**config.mk**
```make
export PLATFORM = sky130hd
export DESIGN_NAME = freelist_ckpt
export DESIGN_NICKNAME = d
export VERILOG_FILES = /design/src/rtl/fl_pkg.sv /design/src/rtl/fl_ckpt_file.sv /design/src/rtl/freelist_ckpt.sv
export SDC_FILE = /design/constraint.sdc
export NUM_CORES = 1
export LEC_CHECK = 0
export BUFFER_PORTS_ARGS = -buffer_cell sky130_fd_sc_hd__buf_2
export CORE_AREA = 2 2 158 222
export DETAILED_ROUTE_END_ITERATION = 10
export DIE_AREA = 0 0 160 224
export PLACE_DENSITY_LB_ADDON = 0.15
export SETUP_SLACK_MARGIN = 0.2
export SYNTH_ARGS = -nofsm -noshare
export SYNTH_HDL_FRONTEND = slang
export SYNTH_SLANG_ARGS = --single-unit
```
**constraint.sdc**
```tcl
create_clock -name clk -period 13.9 [get_ports clk]
set_input_delay 1.39 -clock clk [delete_from_list [all_inputs] [get_ports clk]]
set_output_delay 1.39 -clock clk [all_outputs]
set_load 0.05 [all_outputs]
```
**src/rtl/fl_pkg.sv**
```systemverilog
`default_nettype none
// ============================================================================
// Module      : fl_pkg
// Description : Shared sizes and types for the checkpointed free list, also
//               reused by the RAT and ROB.
// Revision    : 1.0 - initial release
// ============================================================================
package fl_pkg;

  // Default configuration of the free list
  localparam int FL_PR_W     = 6;
  localparam int FL_NUM_PR   = 64;
  localparam int FL_NUM_AR   = 32;
  localparam int FL_POP_W    = 2;
  localparam int FL_PUSH_W   = 2;
  localparam int FL_NUM_CKPT = 4;

  // Derived queue geometry; the pointer carries one extra wrap bit
  localparam int DEPTH = FL_NUM_PR - FL_NUM_AR;
  localparam int IDX_W = $clog2(DEPTH);
  localparam int PTR_W = IDX_W + 1;
  localparam int CNT_W = PTR_W;

  typedef logic [FL_PR_W-1:0] tag_t;
  typedef logic [PTR_W-1:0]   ptr_t;
  typedef logic [CNT_W-1:0]   cnt_t;

  // True when v is a non-zero power of two (queue depth must be one)
  function automatic logic is_pow2(input int v);
    return (v > 0) && ((v & (v - 1)) == 0);
  endfunction

endpackage
`default_nettype wire

```
**src/rtl/fl_ckpt_file.sv**
```systemverilog
`default_nettype none
// ============================================================================
// Module      : fl_ckpt_file
// Description : Branch checkpoint store for free-list head pointers.
//               One synchronous write port, one combinational read port.
// Revision    : 1.0 - initial release
// ============================================================================
module fl_ckpt_file
  import fl_pkg::*;
#(
  parameter  int SLOTS = FL_NUM_CKPT,
  parameter  int WIDTH = PTR_W,
  localparam int ID_W  = (SLOTS > 1) ? $clog2(SLOTS) : 1
) (
  input  logic             clk,
  input  logic             rst_n,
  input  logic             we_i,
  input  logic [ID_W-1:0]  waddr_i,
  input  logic [WIDTH-1:0] wdata_i,
  input  logic [ID_W-1:0]  raddr_i,
  output logic [WIDTH-1:0] rdata_o
);

  logic [WIDTH-1:0] slot_q [SLOTS];

  // Snapshot storage: all slots clear to head = 0 on reset
  always_ff @(posedge clk or negedge rst_n) begin
    if (!rst_n) begin
      for (int i = 0; i < SLOTS; i++) begin
        slot_q[i] <= '0;
      end
    end else if (we_i) begin
      slot_q[waddr_i] <= wdata_i;
    end
  end

  assign rdata_o = slot_q[raddr_i];

endmodule
`default_nettype wire

```
**src/rtl/freelist_ckpt.sv**
```systemverilog
`default_nettype none
// ============================================================================
// Module      : freelist_ckpt
// Description : Circular free list of physical-register tags with N-wide pop
//               (rename), M-wide push (commit release) and head checkpoints
//               for single-cycle mispredict recovery.
// Revision    : 1.0 - initial release
// ============================================================================
module freelist_ckpt
  import fl_pkg::*;
#(
  parameter  int PR_W     = FL_PR_W,
  parameter  int NUM_PR   = FL_NUM_PR,
  parameter  int NUM_AR   = FL_NUM_AR,
  parameter  int POP_W    = FL_POP_W,
  parameter  int PUSH_W   = FL_PUSH_W,
  parameter  int NUM_CKPT = FL_NUM_CKPT,
  localparam int QDEPTH   = NUM_PR - NUM_AR,
  localparam int QIDX_W   = $clog2(QDEPTH),
  localparam int QPTR_W   = QIDX_W + 1,
  localparam int POPC_W   = $clog2(POP_W + 1),
  localparam int PUSHC_W  = $clog2(PUSH_W + 1),
  localparam int CKID_W   = (NUM_CKPT > 1) ? $clog2(NUM_CKPT) : 1
) (
  input  logic                   clk,
  input  logic                   rst_n,
  input  logic [POPC_W-1:0]      pop_cnt_i,
  output logic [POP_W*PR_W-1:0]  pop_data_o,
  input  logic [PUSHC_W-1:0]     push_cnt_i,
  input  logic [PUSH_W*PR_W-1:0] push_data_i,
  input  logic                   ckpt_save_i,
  input  logic [CKID_W-1:0]      ckpt_id_i,
  input  logic                   ckpt_restore_i,
  input  logic [CKID_W-1:0]      restore_id_i,
  output logic [QPTR_W-1:0]      free_cnt_o,
  output logic                   no_free_pr_o,
  output logic                   one_free_pr_o,
  output logic                   err_o
);

  // --------------------------------------------------------------------------
  // State
  // --------------------------------------------------------------------------
  logic [PR_W-1:0]   queue_q [QDEPTH];
  logic [QPTR_W-1:0] head_q, head_d;
  logic [QPTR_W-1:0] tail_q, tail_d;
  logic              err_q,  err_d;

  // --------------------------------------------------------------------------
  // Next-state signals
  // --------------------------------------------------------------------------
  logic [QPTR_W-1:0] free_cnt;
  logic [QPTR_W-1:0] pop_ext;
  logic [QPTR_W-1:0] pop_amt;
  logic [QPTR_W-1:0] push_ext;
  logic [QPTR_W:0]   occ_after;
  logic              pop_over;
  logic              pop_err;
  logic              push_ok;
  logic              push_err;
  logic [QPTR_W-1:0] ckpt_rdata;
  logic [QIDX_W-1:0] wr_idx [PUSH_W];
  logic              wr_en  [PUSH_W];

  assign free_cnt = tail_q - head_q;
  assign pop_ext  = QPTR_W'(pop_cnt_i);
  assign push_ext = QPTR_W'(push_cnt_i);

  // Pop legality, head update and restore priority over pop
  always_comb begin
    pop_over = (pop_ext > free_cnt) || (pop_cnt_i > POPC_W'(POP_W));
    pop_err  = 1'b0;
    pop_amt  = '0;
    if (!ckpt_restore_i) begin
      if (pop_over) begin
        pop_err = 1'b1;
      end else begin
        pop_amt = pop_ext;
      end
    end
    head_d = ckpt_restore_i ? ckpt_rdata : (head_q + pop_amt);
  end

  // Push legality is judged against the head that will exist after this edge,
  // so a restore that re-exposes tags can make a push overflow.
  always_comb begin
    occ_after = {1'b0, tail_q - head_d} + (QPTR_W + 1)'(push_cnt_i);
    push_ok   = 1'b0;
    push_err  = 1'b0;
    if (push_cnt_i != '0) begin
      if ((occ_after <= (QPTR_W + 1)'(QDEPTH)) &&
          (push_cnt_i <= PUSHC_W'(PUSH_W))) begin
        push_ok = 1'b1;
      end else begin
        push_err = 1'b1;
      end
    end
    tail_d = push_ok ? (tail_q + push_ext) : tail_q;
    err_d  = err_q | pop_err | push_err;
  end

  // Per-lane write enables and queue slots for the push
  always_comb begin
    for (int k = 0; k < PUSH_W; k++) begin
      wr_idx[k] = tail_q[QIDX_W-1:0] + QIDX_W'(k);
      wr_en[k]  = push_ok && (k < int'(push_cnt_i));
    end
  end

  // Head, tail and sticky error registers
  always_ff @(posedge clk or negedge rst_n) begin
    if (!rst_n) begin
      head_q <= '0;
      tail_q <= QPTR_W'(QDEPTH);
      err_q  <= 1'b0;
    end else begin
      head_q <= head_d;
      tail_q <= tail_d;
      err_q  <= err_d;
    end
  end

  // Tag storage: preloaded with the unmapped PRs, written at the tail on push
  always_ff @(posedge clk or negedge rst_n) begin
    if (!rst_n) begin
      for (int i = 0; i < QDEPTH; i++) begin
        queue_q[i] <= PR_W'(NUM_AR + i);
      end
    end else begin
      for (int k = 0; k < PUSH_W; k++) begin
        if (wr_en[k]) begin
          queue_q[wr_idx[k]] <= push_data_i[k*PR_W +: PR_W];
        end
      end
    end
  end

  // --------------------------------------------------------------------------
  // Checkpoints: the snapshot is the post-pop (or restored) head
  // --------------------------------------------------------------------------
  fl_ckpt_file #(
    .SLOTS (NUM_CKPT),
    .WIDTH (QPTR_W)
  ) u_ckpt (
    .clk     (clk),
    .rst_n   (rst_n),
    .we_i    (ckpt_save_i),
    .waddr_i (ckpt_id_i),
    .wdata_i (head_d),
    .raddr_i (restore_id_i),
    .rdata_o (ckpt_rdata)
  );

  // --------------------------------------------------------------------------
  // Zero-latency read of the next POP_W tags at the head
  // --------------------------------------------------------------------------
  for (genvar k = 0; k < POP_W; k++) begin : g_pop
    logic [QIDX_W-1:0] rd_idx;
    assign rd_idx = head_q[QIDX_W-1:0] + QIDX_W'(k);
    assign pop_data_o[k*PR_W +: PR_W] = queue_q[rd_idx];
  end

  assign free_cnt_o    = free_cnt;
  assign no_free_pr_o  = (free_cnt == '0);
  assign one_free_pr_o = (free_cnt == QPTR_W'(1));
  assign err_o         = err_q;

endmodule
`default_nettype wire
```
Word-level counts from Yosys, hierarchy flattened:

Cells that the tools add are included.

* input bits: 24
* bits in read-only memories: 0
* word-level logic and storage cells: 108
* memories: 0
* latch bits: 0
* flip-flop bits (word level): 229
* output and inout bits: 21
* bits in writable memories: 0

* reduce and logical (&&, ||, !) cells: 9
* bitwise operators: 8
* $add $sub $neg: 7
* shifts and indexed selects: 0
* multiplexer cells: 29
* multipliers: 0
* divide/modulo/power cells: 0
* eq/ne operators: 1
* $lt $le $gt $ge: 15

Operators with widths (number)
* bitwise mux 192 bit: 2
* 2-to-1 mux 192 bit: 2
* 2-to-1 mux 6 bit: 11
* binary-select mux 6 bit (select 5 bit): 2
* demux 6 bit (select 5 bit): 2
* bitwise mux 24 bit: 1
* greater-or-equal comparator 6 bit (second input constant): 4
* NOT 5 -> 6 bit: 4
* binary-select mux 6 bit (select 2 bit): 1
* demux 6 bit (select 2 bit): 1
* less-than comparator 6 x 1 -> 1 bit (second input constant): 2
* subtractor 6 bit: 2
* adder 5 x 1 -> 5 bit (second input constant): 2
* adder 6 x 2 -> 7 bit: 1
* less-or-equal comparator 7 x 6 -> 1 bit (second input constant): 1
* adder 6 x 2 -> 6 bit: 1
* adder 6 bit: 1
* equality test 6 x 1 -> 1 bit (second input constant): 1
* greater-or-equal comparator 3 bit (second input constant): 2
* > comparator 2 x 6 -> 1 bit: 1
* logical AND 1 bit: 6
* logical NOT 6 bit: 1
* 2-to-1 mux 1 bit: 6
* NOT 2 -> 3 bit: 2
* other kinds (8): 10

Longest topological paths before layout:

* word-level depth: 17
* depth in mapped cells: 31
* gate-level depth less buffers: 26

Hierarchy:

From an unflattened synthesis, not the netlist that was laid out.

* cell total of the unflattened synthesis: 1436
* area, all modules: 14774.2 sq um

By module, submodules not included
* freelist_ckpt: times used 1, seq. area each 5271.3 sq um, cells each 1377, area each 13716.9 sq um
* fl_ckpt_file: times used 1, seq. area each 600.6 sq um, cells each 59, area each 1057.3 sq um

Least setup slack after synthesis:

Ideal clock, no wire load.

* kind: reg2reg
* start: register head_q[1]
* end: register queue_q[102] (netlist name)
* buffers on the path: 6
* data required time: 13.774 ns
* library setup time: 0.126 ns
* cell stages (with the launch flop): 32
* period minus slack after synthesis: 7.341 ns
* slack: 6.559 ns
* data arrival time: 7.215 ns
* path through: dfrtp_1 > clkbuf_1 > clkbuf_1 > clkbuf_1 > inv_1 > ha_1 > a21o_1 > a21o_1 > a21o_1 > a21oi_1 > xnor2_1 > o31ai_1 > nor3_1 > ha_1 > inv_1 > fa_1 > nor2_1 > a21oi_1 > inv_1 > fa_1 > nor2b_1 > o21ai_0 > a41oi_2 > xnor2_1 > or4b_1 > and3_1 > buf_6 > buf_6 > or3_1 > buf_2 > nor2_1 > a21oi_1

* longest elaborated chain between the ends: 17
* elaborated cells between the ends (all ways): 18
* those cells by class: 4 x add/sub; 2 x order compare; 8 x mux; 4 x reduce/logical

Ends and longest elaborated chain
* start, declared: line freelist_ckpt.sv:45 `logic [QPTR_W-1:0] head_q, head_d;`
* start signal, assigned: line freelist_ckpt.sv:113 `head_q <= '0;`
* start signal, assigned: line freelist_ckpt.sv:117 `head_q <= head_d;`
* subtractor 6 bit *: line freelist_ckpt.sv:65 `assign free_cnt = tail_q - head_q;`
* net free_cnt_o[5]: line freelist_ckpt.sv:35 `output logic [QPTR_W-1:0] free_cnt_o,`
* > comparator 2 x 6 -> 1 bit *: line freelist_ckpt.sv:71 `pop_over = (pop_ext > free_cnt) || (pop_cnt_i > POPC_W'(POP_W));`
* logical OR 1 bit *: line freelist_ckpt.sv:71
* 2-to-1 mux 2 bit *: line freelist_ckpt.sv:75 `if (pop_over) begin`
* 2-to-1 mux 6 bit *: line freelist_ckpt.sv:74 `if (!ckpt_restore_i) begin`
* adder 6 bit *: line freelist_ckpt.sv:81 `head_d = ckpt_restore_i ? ckpt_rdata : (head_q + pop_amt);`
* 2-to-1 mux 6 bit *: line freelist_ckpt.sv:81
* net head_d[1]: line freelist_ckpt.sv:45
* (+2 left out)
* less-or-equal comparator 7 x 6 -> 1 bit *: line freelist_ckpt.sv:91 `if ((occ_after <= (QPTR_W + 1)'(QDEPTH)) &&`
* logical AND 1 bit *: line freelist_ckpt.sv:91
* 2-to-1 mux 1 bit *: line freelist_ckpt.sv:91
* 2-to-1 mux 1 bit *: line freelist_ckpt.sv:90 `if (push_cnt_i != '0) begin`
* logical AND 1 bit: line freelist_ckpt.sv:106 `wr_en[k] = push_ok && (k < int'(push_cnt_i));`
* 2-to-1 mux 192 bit: line freelist_ckpt.sv:131 `if (wr_en[k]) begin`
* bitwise mux 192 bit: line freelist_ckpt.sv:132 `queue_q[wr_idx[k]] <= push_data_i[k*PR_W +: PR_W];`
* 2-to-1 mux 192 bit *: line freelist_ckpt.sv:131
* end signal, assigned by index: line freelist_ckpt.sv:127 `queue_q[i] <= PR_W'(NUM_AR + i);`
* end signal, assigned by index: line freelist_ckpt.sv:132
* end, declared: line freelist_ckpt.sv:44 `logic [PR_W-1:0] queue_q [QDEPTH];`

Mark *: on every way through the listed nets, which the timed path passes. The rest lies on a longest branch.
A chain may end at the register's enable or synchronous reset.

Final worst setup path:

* start: register head_q[0]
* end: register queue_q[41] (netlist name)

* longest elaborated chain between the ends: 17
* elaborated cells between the ends (all ways): 18
* those cells by class: 4 x add/sub; 2 x order compare; 8 x mux; 4 x reduce/logical

Ends and longest elaborated chain (line)
* subtractor 6 bit: freelist_ckpt.sv:65
* > comparator 2 x 6 -> 1 bit: freelist_ckpt.sv:71
* logical OR 1 bit: freelist_ckpt.sv:71
* 2-to-1 mux 2 bit: freelist_ckpt.sv:75
* 2-to-1 mux 6 bit: freelist_ckpt.sv:74
* adder 6 bit *: freelist_ckpt.sv:81
* 2-to-1 mux 6 bit *: freelist_ckpt.sv:81
* net head_d[1]: freelist_ckpt.sv:45
* (+2 left out)
* less-or-equal comparator 7 x 6 -> 1 bit *: freelist_ckpt.sv:91
* logical AND 1 bit *: freelist_ckpt.sv:91
* 2-to-1 mux 1 bit *: freelist_ckpt.sv:91
* 2-to-1 mux 1 bit *: freelist_ckpt.sv:90
* logical AND 1 bit: freelist_ckpt.sv:106
* 2-to-1 mux 192 bit: freelist_ckpt.sv:131
* bitwise mux 192 bit: freelist_ckpt.sv:132
* 2-to-1 mux 192 bit *: freelist_ckpt.sv:131

Marks and branches as above.

==> results.yml <==
die:
  num_rows: 80
  die_x_um: 160
  die_h_um: 224
  num_io_pins: 45
  start_util_pct: 44.6
  core_area_sq_um: 33800
  die_area_sq_um: 35800
timing:
  setup-violations-final: 0
  min_period_ns: 8.19
  setup_tns_ns: 0
  worst_pin_slew_ns: 1.09
  hold_slack_ns: 0.474
  fmax_ghz: 0.122
  worst_slack_ns: 5.71
  hold_viol_final: 0
  drv_slew: 0
  skew_ns: 0.0274
  rsz0062_at_grt: "no"
  fin_crit_sh_pct: 58.9
  relSlewSlack_pct: 27.3
power_and_ir_drop:
  p_int_w: 0.00247
  power_switching_share_pct: 48.5
  comb_power_share_pct: 58.1
  power.density_nw_per_um2: 294
  p_sw_w: 0.00233
  clkPwrFrac_pct: 14.3
  vdd_ir_drop_max_mv: 0.261
  leakagePower_nw: 6.38
  p_seq_share_pct: 27.6
placed_design:
  place_hpwl_um: 35800
  portBuffers: 44
  gp_congestion: 0.979
  place_ws_ns: 5.74
clock_tree:
  clk_path_buf_depth: 3
  cts_max_level: 1
  clkTransAtPathRegs_ns: 0.06
  clock-sinks: 229
  postCtsHoldBufs: 0
  clk-insertion-delay-late_ns: 0.56
  cts_tree: "yes"
  cts-root-buf: "clkbuf_16"
  post-cts-setup-buffer-count: 0
  cts-buffers-inserted: 25
  cts_resized: 0
setup_path:
  slowest_delay_ns: 1.08
  path_max_fanout: 59
  slowest_stage: "dfrtp_4"
  cp.buffers_inverters: 4
  path_class: "reg2reg"
  cp.required_ns: 14.38
  worstPathArrival_ns: 8.67
  critPathLaunchType: "register"
  critPathTopFamily: "simple AND/OR/NAND/NOR gates"
  path_common_cell: "inv_1"
  crit_path_end_kind: "register"
logic_synthesis:
  synth_top_cell_by_area: "dfstp_2"
  ys.flop_type: "dfrtp_1"
  async_reset_ff_share_pct: 100
  synth_edf_count: 0
  ys_top_cells_by_area: "dfstp_2 20%, dfrtp_1 19%, mux4_2 19%"
  netlist_area_sq_um: 15100
  syn-num-nets: 1527
  synth_top_area_share_pct: 19.7
  ys_ff_latch: 229
  ys_warn_count: 0
  synth_cells: 1480
  yosys.cell_types.count: 62
  synth.avg_cell_area_sq_um: 10.2
  ys_seq_area_share_pct: 38.9
global_routing:
  grt_use_met2_pct: 49.8
  overflow: 0
  grt_max_degree: 112
  first_global_vias: 12200
  use_met3_pct: 3.81
  grt_usage_pct: 29.8
  met1_usage_pct: 37.5
  grt_pass1_wl_um: 80300
  antenna_found_initial: 1
  busiest_layer: "met2"
drt:
  drtPass1Iterations: 7
  vias: 12600
  totalWireLength_um: 53200
  via_per_inst: 6.59
  routedWlPerCell_um: 27.9
  drtIter0Drc: 1579
  drc: 0
  ant_nets: 0
worst_hold_path:
  hp-class: "reg2reg"
layout:
  drive_gt1_share_pct: 26.3
  nNetsFinal: 1481
  diodes: 0
  area_delta_synth_final_pct: 8.01
status:
  status: "finished clean"
flow_run:
  maxCapViolCount: 0
-- cells in the final DEF (no fill, tap or decap), drive strengths merged, types with 11 or more instances in the layout --
cell / synthesis / final
a21oi: 112 / 112
a2bb2oi: 46 / 46
a31oi: 69 / 69
buf: 38 / 60
clkbuf: 95 / 37
dfrtp: 116 / 116
dfstp: 113 / 113
ha: 18 / 18
inv: 23 / 24
mux2i: 47 / 47
mux4: 126 / 126
nand2: 179 / 179
nand3: 57 / 57
nand4: 24 / 24
nor2: 161 / 161
nor3: 24 / 24
o21ai: 60 / 60
o22ai: 42 / 42
or3: 11 / 11
xnor2: 14 / 14
-- stage by stage --
step,std cells,utilization [%],cell area [sq um],total power (W)
2_1_floorplan,1480,-,15100,0.00330
3_3_place_gp,1858,45.8,15500,0.00403
6_report,1904,48.2,16300,0.00480
5_1_grt,1904,48.2,16300,0.00502
4_1_cts,1904,48.2,16300,0.00477
3_5_place_dp,1858,45.8,15500,0.00407
-- flip-flops by register name, indices dropped and copies added (netlist names) --
name	flops
err_o	1
head_q	6
queue_q	192
tail_q	6
u_ckpt.slot_q	24
-- worst reg2reg max path, cell delays in order (launching register included) --
cell     delay [ns]
dfrtp_4        1.08
ha_1           0.30
inv_1          0.06
fa_1           0.53
inv_1          0.06
ha_1           0.28
nor2b_1        0.13
o21ai_0        0.14
o31ai_1        0.12
nor3_1         0.19
ha_1           0.20
inv_1          0.06
fa_1           0.50
nor2_1         0.04
a21oi_1        0.34
inv_1          0.14
fa_1           0.48
nor2b_1        0.17
o21ai_0        0.11
a41oi_2        0.25
xnor2_1        0.13
nor4_2         0.63
nand2_1        0.74
nand2_1        0.86
a21oi_1        0.30
o221a_1        0.30
-- path summary, 6_finish.rpt --
kind                               from                to  slack (ns)  cells past startpoint
max reg2reg                   head_q[0]       queue_q[41]        5.71                     25
min in group asynchronous         rst_n  u_ckpt.slot_q[1]        0.90                      1
min                        queue_q[151]      queue_q[151]        0.47                      2
max in group asynchronous         rst_n       queue_q[92]       10.89                      3
max                           head_q[0]       queue_q[41]        5.71                     25
min reg2reg                queue_q[151]      queue_q[151]        0.47                      2
-- layout make-up --
type | count | area, sq um
clock buffer | 37 | 751
tap | 451 | 564
timing repair buffer | 60 | 350
clock inverter | 9 | 76.3
fill | 3133 | 17500
sequential | 229 | 5880
inverter | 24 | 90.1
multi-input combinational | 1094 | 8600
-- power groups by stage --
| stage | clock network (W) | registers [W] | logic, W |
|---|---|---|---|
| after floorplan | 0 | 0.00116 | 0.00214 |
| after global placement | 0 | 0.00131 | 0.00272 |
| after detailed placement | 0 | 0.00132 | 0.00275 |
| after CTS | 0.000695 | 0.00131 | 0.00276 |
| after global routing | 0.000722 | 0.00136 | 0.00294 |
| final | 0.000687 | 0.00132 | 0.00279 |
-- kinds of logic after synthesis --
family / Yosys count / synth area share [%]
multiplexers: 182 / 22.6
AND/OR/NAND/NOR: 492 / 15.1
buffers and inverters: 157 / 4.33
XOR/XNOR: 24 / 1.39
flip-flops: 229 / 38.9
AO/OA/AOI/OAI: 373 / 15.5
adder cells (fa/ha/maj): 23 / 2.15
-- cell usage after synthesis (all sizes together) (10+ instances only) --
cell type / count
clkbuf: 95
o21ai: 60
mux4: 126
o22ai: 42
a21oi: 112
dfrtp: 116
a31oi: 69
xor2: 10
buf: 38
mux2i: 47
inv: 23
nand3: 57
xnor2: 14
or3: 11
nor2: 161
nand4: 24
dfstp: 113
nand2: 179
nor3: 24
a2bb2oi: 46
ha: 18
-- per-layer routing --
layer | wire, um | vias up
met2 | 25900 | 703
li1 | - | 5451
met3 | 3950 | 167
met5 | 0 | -
met4 | 3430 | 0
met1 | 19900 | 6234
Power figures use the tool's default switching activity.
